File: config.mk
export PLATFORM = sky130hd
export DESIGN_NAME = mode_select_fsm_flat
export DESIGN_NICKNAME = d
export VERILOG_FILES = /design/src/rtl/mode_select_fsm_if.sv /design/src/rtl/mode_select_fsm.sv /design/src/flat_wrapper.sv
export SDC_FILE = /design/constraint.sdc
export NUM_CORES = 1
export LEC_CHECK = 0
export ABC_AREA = 1
export CAP_MARGIN = 20
export CORE_MARGIN = 2
export CORE_UTILIZATION = 35
export DETAILED_ROUTE_END_ITERATION = 8
export GPL_TIMING_DRIVEN = 0
export PLACE_DENSITY = 0.47
export SYNTH_ARGS = -nofsm -noshare
export SYNTH_HDL_FRONTEND = slang
export SYNTH_SLANG_ARGS = --single-unit
File: constraint.sdc
create_clock -name clk_i -period 4 [get_ports clk_i]
set_input_delay 0.8 -clock clk_i [delete_from_list [all_inputs] [get_ports clk_i]]
set_output_delay 0.8 -clock clk_i [all_outputs]
set_load 0.02 [all_outputs]
File: src/rtl/mode_select_fsm_if.sv
// -----------------------------------------------------------------------------
// mode_select_fsm_if
//   Bundles the button inputs, the countdown handshake and the selector
//   outputs of mode_select_fsm into one interface.
//
//   Signals
//     buttons_i          NUM_MODES  raw, asynchronous button levels (1 = pressed)
//     countdown_done_i   1          1-cycle pulse from the countdown at zero
//     mode_o             MODE_W     selected mode, 0 = idle
//     countdown_start_o  1          1-cycle pulse: start the countdown in mode_o
//     countdown_abort_o  1          1-cycle pulse: countdown cancelled
//     state_o            2          debug state: 00 IDLE, 01 START, 10 RUN
//
//   Modports
//     master  board / countdown side: drives buttons and done, observes outputs
//     slave   the selector itself
// -----------------------------------------------------------------------------
interface mode_select_fsm_if #(
    parameter int NUM_MODES = 4
);
    localparam int MODE_W = $clog2(NUM_MODES);

    logic [NUM_MODES-1:0] buttons_i;
    logic                 countdown_done_i;
    logic [MODE_W-1:0]    mode_o;
    logic                 countdown_start_o;
    logic                 countdown_abort_o;
    logic [1:0]           state_o;

    modport master (
        output buttons_i,
        output countdown_done_i,
        input  mode_o,
        input  countdown_start_o,
        input  countdown_abort_o,
        input  state_o
    );

    modport slave (
        input  buttons_i,
        input  countdown_done_i,
        output mode_o,
        output countdown_start_o,
        output countdown_abort_o,
        output state_o
    );
endinterface

File: src/rtl/mode_select_fsm.sv
// -----------------------------------------------------------------------------
// mode_select_fsm
//   Countdown front end: synchronises and debounces NUM_MODES push buttons,
//   turns each debounced rising level into a one-cycle press event, resolves
//   simultaneous events by priority (highest index wins) and sequences the
//   countdown: start pulse, run, then abort (IDLE button) or done.
//   Button k selects mode NUM_MODES-1-k; button NUM_MODES-1 is IDLE/abort.
//
//   Ports
//     clk_i    in  system clock, rising edge
//     rst_n_i  in  asynchronous active-low reset
//     bus      mode_select_fsm_if.slave (buttons, done, mode/start/abort/state)
//
//   Latency from the first edge sampling a clean raw rise to the start pulse
//   is SYNC_STAGES + DEBOUNCE_CYCLES + 1 edges: SYNC_STAGES to cross the
//   synchroniser, DEBOUNCE_CYCLES to qualify the level (the press event is
//   registered with the stable level), one more for the registered FSM output.
// -----------------------------------------------------------------------------
module mode_select_fsm #(
    parameter int NUM_MODES       = 4,
    parameter int DEBOUNCE_CYCLES = 500000,
    parameter int SYNC_STAGES     = 2
) (
    input  logic              clk_i,
    input  logic              rst_n_i,
    mode_select_fsm_if.slave  bus
);
    localparam int MODE_W   = $clog2(NUM_MODES);
    localparam int CNT_W    = $clog2(DEBOUNCE_CYCLES + 1);
    localparam int IDLE_BTN = NUM_MODES - 1;
    localparam logic [CNT_W-1:0] CNT_LAST = CNT_W'(DEBOUNCE_CYCLES - 1);

    typedef enum logic [1:0] {
        ST_IDLE  = 2'b00,
        ST_START = 2'b01,
        ST_RUN   = 2'b10
    } state_e;

    // -------------------------------------------------------------------------
    // Synchroniser and debouncer, one lane per button
    // -------------------------------------------------------------------------
    logic [SYNC_STAGES-1:0] sync_q [NUM_MODES];
    logic [CNT_W-1:0]       cnt_q  [NUM_MODES];
    logic [NUM_MODES-1:0]   synced;
    logic [NUM_MODES-1:0]   stable_q;
    logic [NUM_MODES-1:0]   press_q;

    // NOTE: every variable written in always_comb gets a default first, so no
    // path leaves it unassigned and no latch is inferred.
    always_comb begin
        synced = '0;
        for (int k = 0; k < NUM_MODES; k++) begin
            synced[k] = sync_q[k][SYNC_STAGES-1];
        end
    end

    // The counter tracks how many consecutive clocks the synced level has
    // disagreed with the stable level; any agreement clears it. On the
    // qualifying clock the stable level flips and, for a 0->1 flip, press_q
    // carries a one-cycle event aligned with the new stable level.
    // NOTE: these arrays are ordinary per-button flops, not RAM, so they are
    // cleared by the async reset like every other register here.
    always_ff @(posedge clk_i or negedge rst_n_i) begin
        if (!rst_n_i) begin
            for (int k = 0; k < NUM_MODES; k++) begin
                sync_q[k] <= '0;
                cnt_q[k]  <= '0;
            end
            stable_q <= '0;
            press_q  <= '0;
        end else begin
            // NOTE: state is updated with non-blocking assignments so every
            // flop samples the values from before this edge.
            for (int k = 0; k < NUM_MODES; k++) begin
                sync_q[k]  <= {sync_q[k][SYNC_STAGES-2:0], bus.buttons_i[k]};
                press_q[k] <= 1'b0;
                if (synced[k] == stable_q[k]) begin
                    cnt_q[k] <= '0;
                end else if (cnt_q[k] == CNT_LAST) begin
                    cnt_q[k]    <= '0;
                    stable_q[k] <= synced[k];
                    press_q[k]  <= synced[k];
                end else begin
                    cnt_q[k] <= cnt_q[k] + CNT_W'(1);
                end
            end
        end
    end

    // -------------------------------------------------------------------------
    // Priority resolution: the highest-index event wins. Because the IDLE
    // button has the highest index, an IDLE event always wins when present.
    // -------------------------------------------------------------------------
    logic              win_valid;
    logic [MODE_W-1:0] win_idx;
    logic [MODE_W-1:0] win_mode;
    logic              idle_evt;

    always_comb begin
        win_valid = 1'b0;
        win_idx   = '0;
        for (int k = 0; k < NUM_MODES; k++) begin
            if (press_q[k]) begin
                win_valid = 1'b1;
                win_idx   = MODE_W'(k);
            end
        end
    end

    assign idle_evt = press_q[IDLE_BTN];
    assign win_mode = MODE_W'(IDLE_BTN) - win_idx;

    // -------------------------------------------------------------------------
    // Sequencing FSM. All outputs are registered: start_q is set on the edge
    // that enters START, so it is high exactly while state_q == ST_START.
    // -------------------------------------------------------------------------
    state_e            state_q, state_d;
    logic [MODE_W-1:0] mode_q,  mode_d;
    logic              start_q, start_d;
    logic              abort_q, abort_d;

    always_ff @(posedge clk_i or negedge rst_n_i) begin
        if (!rst_n_i) begin
            state_q <= ST_IDLE;
            mode_q  <= '0;
            start_q <= 1'b0;
            abort_q <= 1'b0;
        end else begin
            state_q <= state_d;
            mode_q  <= mode_d;
            start_q <= start_d;
            abort_q <= abort_d;
        end
    end

    always_comb begin
        state_d = state_q;
        mode_d  = mode_q;
        start_d = 1'b0;
        abort_d = 1'b0;
        case (state_q)
            ST_IDLE: begin
                // An IDLE-button win and countdown_done_i are both no-ops here.
                if (win_valid && !idle_evt) begin
                    mode_d  = win_mode;
                    start_d = 1'b1;
                    state_d = ST_START;
                end
            end
            ST_START: begin
                // Events arriving during the start cycle are dropped.
                state_d = ST_RUN;
            end
            ST_RUN: begin
                // Abort takes precedence over done in the same cycle; other
                // mode buttons cannot reselect mid-countdown.
                if (idle_evt) begin
                    abort_d = 1'b1;
                    mode_d  = '0;
                    state_d = ST_IDLE;
                end else if (bus.countdown_done_i) begin
                    mode_d  = '0;
                    state_d = ST_IDLE;
                end
            end
            default: begin
                // Unused encoding 2'b11: fall back to a clean idle.
                mode_d  = '0;
                state_d = ST_IDLE;
            end
        endcase
    end

    assign bus.mode_o            = mode_q;
    assign bus.countdown_start_o = start_q;
    assign bus.countdown_abort_o = abort_q;
    assign bus.state_o           = state_q;

    // Start and abort are mutually exclusive, and start never lasts two cycles.
    a_start_abort_excl : assert property (
        @(posedge clk_i) disable iff (!rst_n_i) !(start_q && abort_q));
    a_start_single : assert property (
        @(posedge clk_i) disable iff (!rst_n_i) start_q |=> !start_q);

endmodule

File: src/flat_wrapper.sv
// flat-port wrapper written by rule: the top's interface ports become plain ports
module mode_select_fsm_flat 
#(
    parameter int NUM_MODES       = 4,
    parameter int DEBOUNCE_CYCLES = 500000,
    parameter int SYNC_STAGES     = 2
)
  (clk_i, rst_n_i, bus_buttons_i, bus_countdown_done_i, bus_mode_o, bus_countdown_start_o, bus_countdown_abort_o, bus_state_o);
  mode_select_fsm_if #(.NUM_MODES(NUM_MODES)) bus_i ();
  input  logic clk_i;
  input  logic rst_n_i;
  input wire logic [$bits(bus_i.buttons_i)-1:0] bus_buttons_i;
  input wire logic [$bits(bus_i.countdown_done_i)-1:0] bus_countdown_done_i;
  output wire logic [$bits(bus_i.mode_o)-1:0] bus_mode_o;
  output wire logic [$bits(bus_i.countdown_start_o)-1:0] bus_countdown_start_o;
  output wire logic [$bits(bus_i.countdown_abort_o)-1:0] bus_countdown_abort_o;
  output wire logic [$bits(bus_i.state_o)-1:0] bus_state_o;
  assign bus_i.buttons_i = bus_buttons_i;
  assign bus_i.countdown_done_i = bus_countdown_done_i;
  assign bus_mode_o = bus_i.mode_o;
  assign bus_countdown_start_o = bus_i.countdown_start_o;
  assign bus_countdown_abort_o = bus_i.countdown_abort_o;
  assign bus_state_o = bus_i.state_o;
  mode_select_fsm #(.NUM_MODES(NUM_MODES), .DEBOUNCE_CYCLES(DEBOUNCE_CYCLES), .SYNC_STAGES(SYNC_STAGES)) u_core (.clk_i(clk_i), .rst_n_i(rst_n_i), .bus(bus_i));
endmodule
# Word level (Yosys, flattened, before mapping)
# Cells that the tools add are included.
classes:
  addsub: 5
  n_eq_ne: 12
  n_mux: 33
  bitwise_logic: 5
  reduce_logical: 9
op_table:
  columns: ["operator", "count"]
  rows:
  - ["two-way mux 19 bit", 8]
  - ["adder 19 x 1 -> 19 bit, second input constant", 4]
  - ["== test 19 bit, second input constant", 4]
  - ["two-way mux 1 bit", 17]
  - ["two-way mux 2 bit", 6]
  - ["case mux 2 bit (3 select lines)", 2]
  - ["AND reduction 2 bit", 5]
  - ["NOT 1 bit", 5]
  - ["== test 1 bit", 4]
  - ["inequality test 3 x 2 -> 1 bit, second input constant", 1]
  - ["AND reduction 3 bit", 1]
  - ["== test 2 x 1 -> 1 bit, second input constant", 1]
  - ["== test 2 bit, second input constant", 1]
  - ["logical NOT 2 bit", 1]
  - ["inequality test 2 x 1 -> 1 bit, second input constant", 1]
  - ["subtractor 2 bit, first input constant", 1]
  - ["logical AND 1 bit", 1]
  - ["logical NOT 1 bit", 1]
totals:
  register_bits: 98
  in_bits: 7
  output_inout_bits: 6
  wordCells: 81

# Logic depth before layout (Yosys ltp)
logic_depth:
  depth_word: 7
  depth_mapped: 9
  ltp_nobuf: 9

# Worst setup path before layout
# OpenSTA, ideal clock, no wires.
synth_path:
  kind: "reg-to-reg"
  from: "register u_core.cnt_q[0] (netlist bit)"
  to: "register u_core.cnt_q[18] (netlist bit)"
  setup_time_ns: 0.119
  arrival_ns: 1.149
  t_required_ns: 3.881
  slack_ns: 2.732
  stages_incl_launch_ff: 9
  path_buffers: 0
  period_less_slack_ns: 1.268
  path_cell_list: "dfrtp_1 ha_1 nand2_1 nor2_1 nand2_1 nor2_1 nand3_1 nand3_1 nor2_1"
synth_via:
  elab_chain_cells: 3
  word_cells_on_any_way: 4
  cone_classes: "add/sub: 1; eq/ne: 1; mux: 2"
synth_lines:
  columns: ["item", "line", "source"]
  rows:
  - ["start: declaration", "mode_select_fsm.sv:43", "logic [CNT_W-1:0] cnt_q [NUM_MODES];"]
  - ["start signal: indexed assignment", "mode_select_fsm.sv:84", "cnt_q[k] <= cnt_q[k] + CNT_W'(1);"]
  - ["adder 19 x 1 -> 19 bit or == test 19 bit (tied branches)", "mode_select_fsm.sv:84, mode_select_fsm.sv:79", null]
  - ["two-way mux 19 bit *", "mode_select_fsm.sv:79", "end else if (cnt_q[k] == CNT_LAST) begin"]
  - ["two-way mux 19 bit *", "mode_select_fsm.sv:77", "if (synced[k] == stable_q[k]) begin"]
# Every way passes the cells marked *; elsewhere a longest branch is shown, timed or not.
# A chain may end at the register's enable or synchronous reset.

# Final worst setup path
layout_path:
  from: "register u_core.state_q[1] (netlist: u_core.bus.state_o[1])"
  to: "output port bus_state_o[1]"
layout_rtl:
  columns: ["item", "line", "source"]
  rows:
  - ["start: declaration", "mode_select_fsm.sv:117", "state_e state_q, state_d;"]
  - ["start signal: assignment", "mode_select_fsm.sv:129", "state_q <= state_d;"]
  - ["end: declaration", "flat_wrapper.sv:17", "output wire logic [$bits(bus_i.state_o)-1:0] bus_state_o;"]
# No word-level cell between the ends.

==> run metrics <==
Max Root-Sink Buffers=2; Worst Tran Pin Value=~550 ps; Seq pwr share=between 50% and 60%; Post-synth EDFFs=0; crit path launch=u_core.bus.state_o[1]; GRT Resource Usage Total=14.8%; FF-to-FF path depth=6; reg-to-reg endpoint=u_core.cnt_q[32]; cts hold-fix bufs=0; total CTS buffers=9; Main synth FF type=dfrtp_1; Int Power=1.53 mW; syn_nets=between 700 and 800; Row Count=44; Die Wd=127 um; slowest CP cell=clkdlybuf4s50_1; Post-DP HPWL=8030 um; r2r startpoint=u_core.cnt_q[19]; worst-path cell chain=clkdlybuf4s50_1; via count=about 4200; critical path capture point=bus_state_o[1]; number of synthesized register bits=98; mean post-synth cell area=7.56 um^2; Yosys warnings=0; CTS clk-pin slew, worst paths=70 ps; initial DRC count=248; Clock Sink Count=around 100; part of the cycle the worst path needs=55.4%; max-cap violation count=0; area grow syn2layout=12.8%; first-pass GRT wire length=19200 um; Critical Path RT=3200 ps; async set-reset flop share out of synthesis=100%; Final min period=2220 ps; area share of the largest cell type after synthesis=46.7%; routability-driven placement congestion ratio=around 0.83; cell family with most CP delay=buffers and inverters; layout cell share with drive strength beyond 1=8.56%; clk_lat worst skew=350 ps; leading area contributor after synthesis=dfrtp_1; CP arrival=1420 ps; logic gate share of total power=under 10%; PwrDens=335 nW/um^2; worst-path maximum fanout=4; die area=16000 um^2; most common library cells after synthesis=nor2_1 (192), nand2_1 (139), dfrtp_1 (98); I/O pin count=13; vias in the first global route=4124; CTS tree=built; GRT overflow=0; status=finished clean; slew margin rel.=a little over three fifths; largest net degree at the start of global routing=69; Setup WS post-layout=1780 ps; Worst setup EP type=output port; Synth cell types=31; drt drc=0; Crit path largest cell delay=630 ps; Setup-failing EPs final=0; Hold WC Path Type=reg2reg; Clock Root Buffer=clkbuf_16; Switch Pwr=451 uW; Setup Skew=slightly above 9 ps; top post-synthesis cells by area=dfrtp_1 (47%), nor2_1 (14%), nand2_1 (9.9%); initial antenna violation count=0; R2R setup slack=2550 ps; WL final=11000 um; sw frac=22.7%; depth of the CTS H-tree=3; largest vdd supply drop=0.197 mV; Max Transition Viols Final=0; Post-DRT Antenna Nets=0; Design Power=1.98 mW; # fillers=about 1400; core area=14600 um^2; pre-CTS setup slack=2160 ps; Final Hold Violating Endpoints=0; Worst path depth=1; crit path kind=reg2out; Synth Cell Area=5250 um^2; buffers inserted by post-CTS timing repair=0; Post-CTS Resized=0; DRT Pass-1 Iters=4; clock share of power=45.0%; cells after synthesis=695; vias per cell=4.61; nets=730; Port Buf Inserts=12; ant diodes=0; WL/cell=roughly 12 um; Fmax=0.451 GHz; Buf+Inv Stages, Crit Path=1; DIE HEIGHT=127 um; CP startpoint kind=register; RSZ-0062 raised after global routing=no; register area share after synthesis=46.7%; static leakage=2.50 nW; Starting Density=36.0%; cell with the most instances after synthesis=nor2_1
==> registers in the layout (all words and copies together) (netlist names) <==
| signal | flops |
|---|---|
| u_core.cnt_q | 76 |
| u_core.sync_q | 8 |
| u_core.press_q | 4 |
| u_core.stable_q | 4 |
| u_core.bus.mode_o | 2 |
| u_core.bus.state_o | 2 |
| u_core.bus.countdown_abort_o | 1 |
| u_core.bus.countdown_start_o | 1 |
==> layout make-up <==
cell class | instances | area (um^2) | share of cell area, %
multi-input combinational | 517 | 2500 | 42.2
sequential | 98 | 2450 | 41.4
inverter | 79 | 297 | 5.00
clock buffer | 12 | 246 | 4.16
tap | 184 | 230 | 3.89
timing repair buffer | 13 | 145 | 2.45
clock inverter | 4 | 51.3 | 0.866
buffer | 1 | 5.00 | 0.0845
==> through the flow <==
step	cell area [um^2]	TNS, ps	hold slack (ps)	instances	util (%)
6_report	5930	0	345	908	40.6
5_1_grt	5930	0	356	908	40.6
4_1_cts	5930	0	346	908	40.6
3_5_place_dp	5630	0	337	892	38.6
3_3_place_gp	5600	-174130	335	891	38.4
2_1_floorplan	5250	0	331	695	-
==> layout by cell type, fill, tap and decap left out, types with 6 or more instances in the layout <==
master           synthesis  final
nor3_1                  16     16
clkdlybuf4s50_1          0     11
nand4_1                  6      6
inv_1                   72     72
dfrtp_1                 98     98
nor2_4                   8      8
nand2_2                 11     11
inv_2                    7      7
xnor2_1                 15     15
nor2_2                  10     10
xor2_1                  15     15
o21ai_0                  8      8
nand3_1                 51     51
nand2_1                139    139
clkbuf_16                0      9
a21oi_1                 16     16
nor2_1                 192    192
==> metal layers <==
metal | share of wire, % | wire [um] | vias to the layer above | global-route usage (%)
met5 | 0 | 0 | - | 0
met4 | 1.9 | 208 | 0 | 5.75
met3 | 3.0 | 333 | 14 | 2.45
met2 | 45 | 4900 | 49 | 23.5
met1 | 50 | 5510 | 1929 | 20.4
li1 | - | - | 2198 | -
==> worst register-to-register path, cell delays in order (launching register included) <==
cell     delay (ps)
dfrtp_1         390
ha_1            230
nand4_1         150
nor2_1           90
a21oi_1         330
nand2_1          90
nor2_1          100
==> cell families (layout without fill, tap and decap cells) <==
group	Yosys count	in the layout	share of synthesized area [%]
xor gates and xnor gates	34	34	6.24
DFF	98	98	46.7
buffers and inverters	80	109	5.74
and+or+nand+nor	449	449	37.4
AOI/OAI and AO/OA	30	30	2.95
adders and majority gates	4	4	0.953
==> power groups by stage <==
stage | combinational (mW) | clock, mW | sequential (mW)
floorplan | 0.0314 | 0 | 1.04
global route | 0.0874 | 0.962 | 1.02
CTS | 0.0787 | 0.922 | 1.02
detailed placement | 0.0786 | 0 | 1.04
global placement | 0.0745 | 0 | 1.04
finish | 0.0747 | 0.892 | 1.02
==> worst min path at each step <==
| stage | end | depth (start not counted) | from | slack [ps] |
|---|---|---|---|---|
| 4_1_cts | u_core.sync_q[1] | 0 | u_core.sync_q[0] | 350 |
| 5_1_grt | u_core.sync_q[7] | 0 | u_core.sync_q[6] | 360 |
| 3_5_place_dp | u_core.sync_q[1] | 0 | u_core.sync_q[0] | 340 |
| 2_1_floorplan | u_core.sync_q[1] | 0 | u_core.sync_q[0] | 330 |
| 6_report | u_core.sync_q[1] | 0 | u_core.sync_q[0] | 350 |
| 3_3_place_gp | u_core.sync_q[7] | 0 | u_core.sync_q[6] | 330 |
Power figures use the tool's default switching activity.
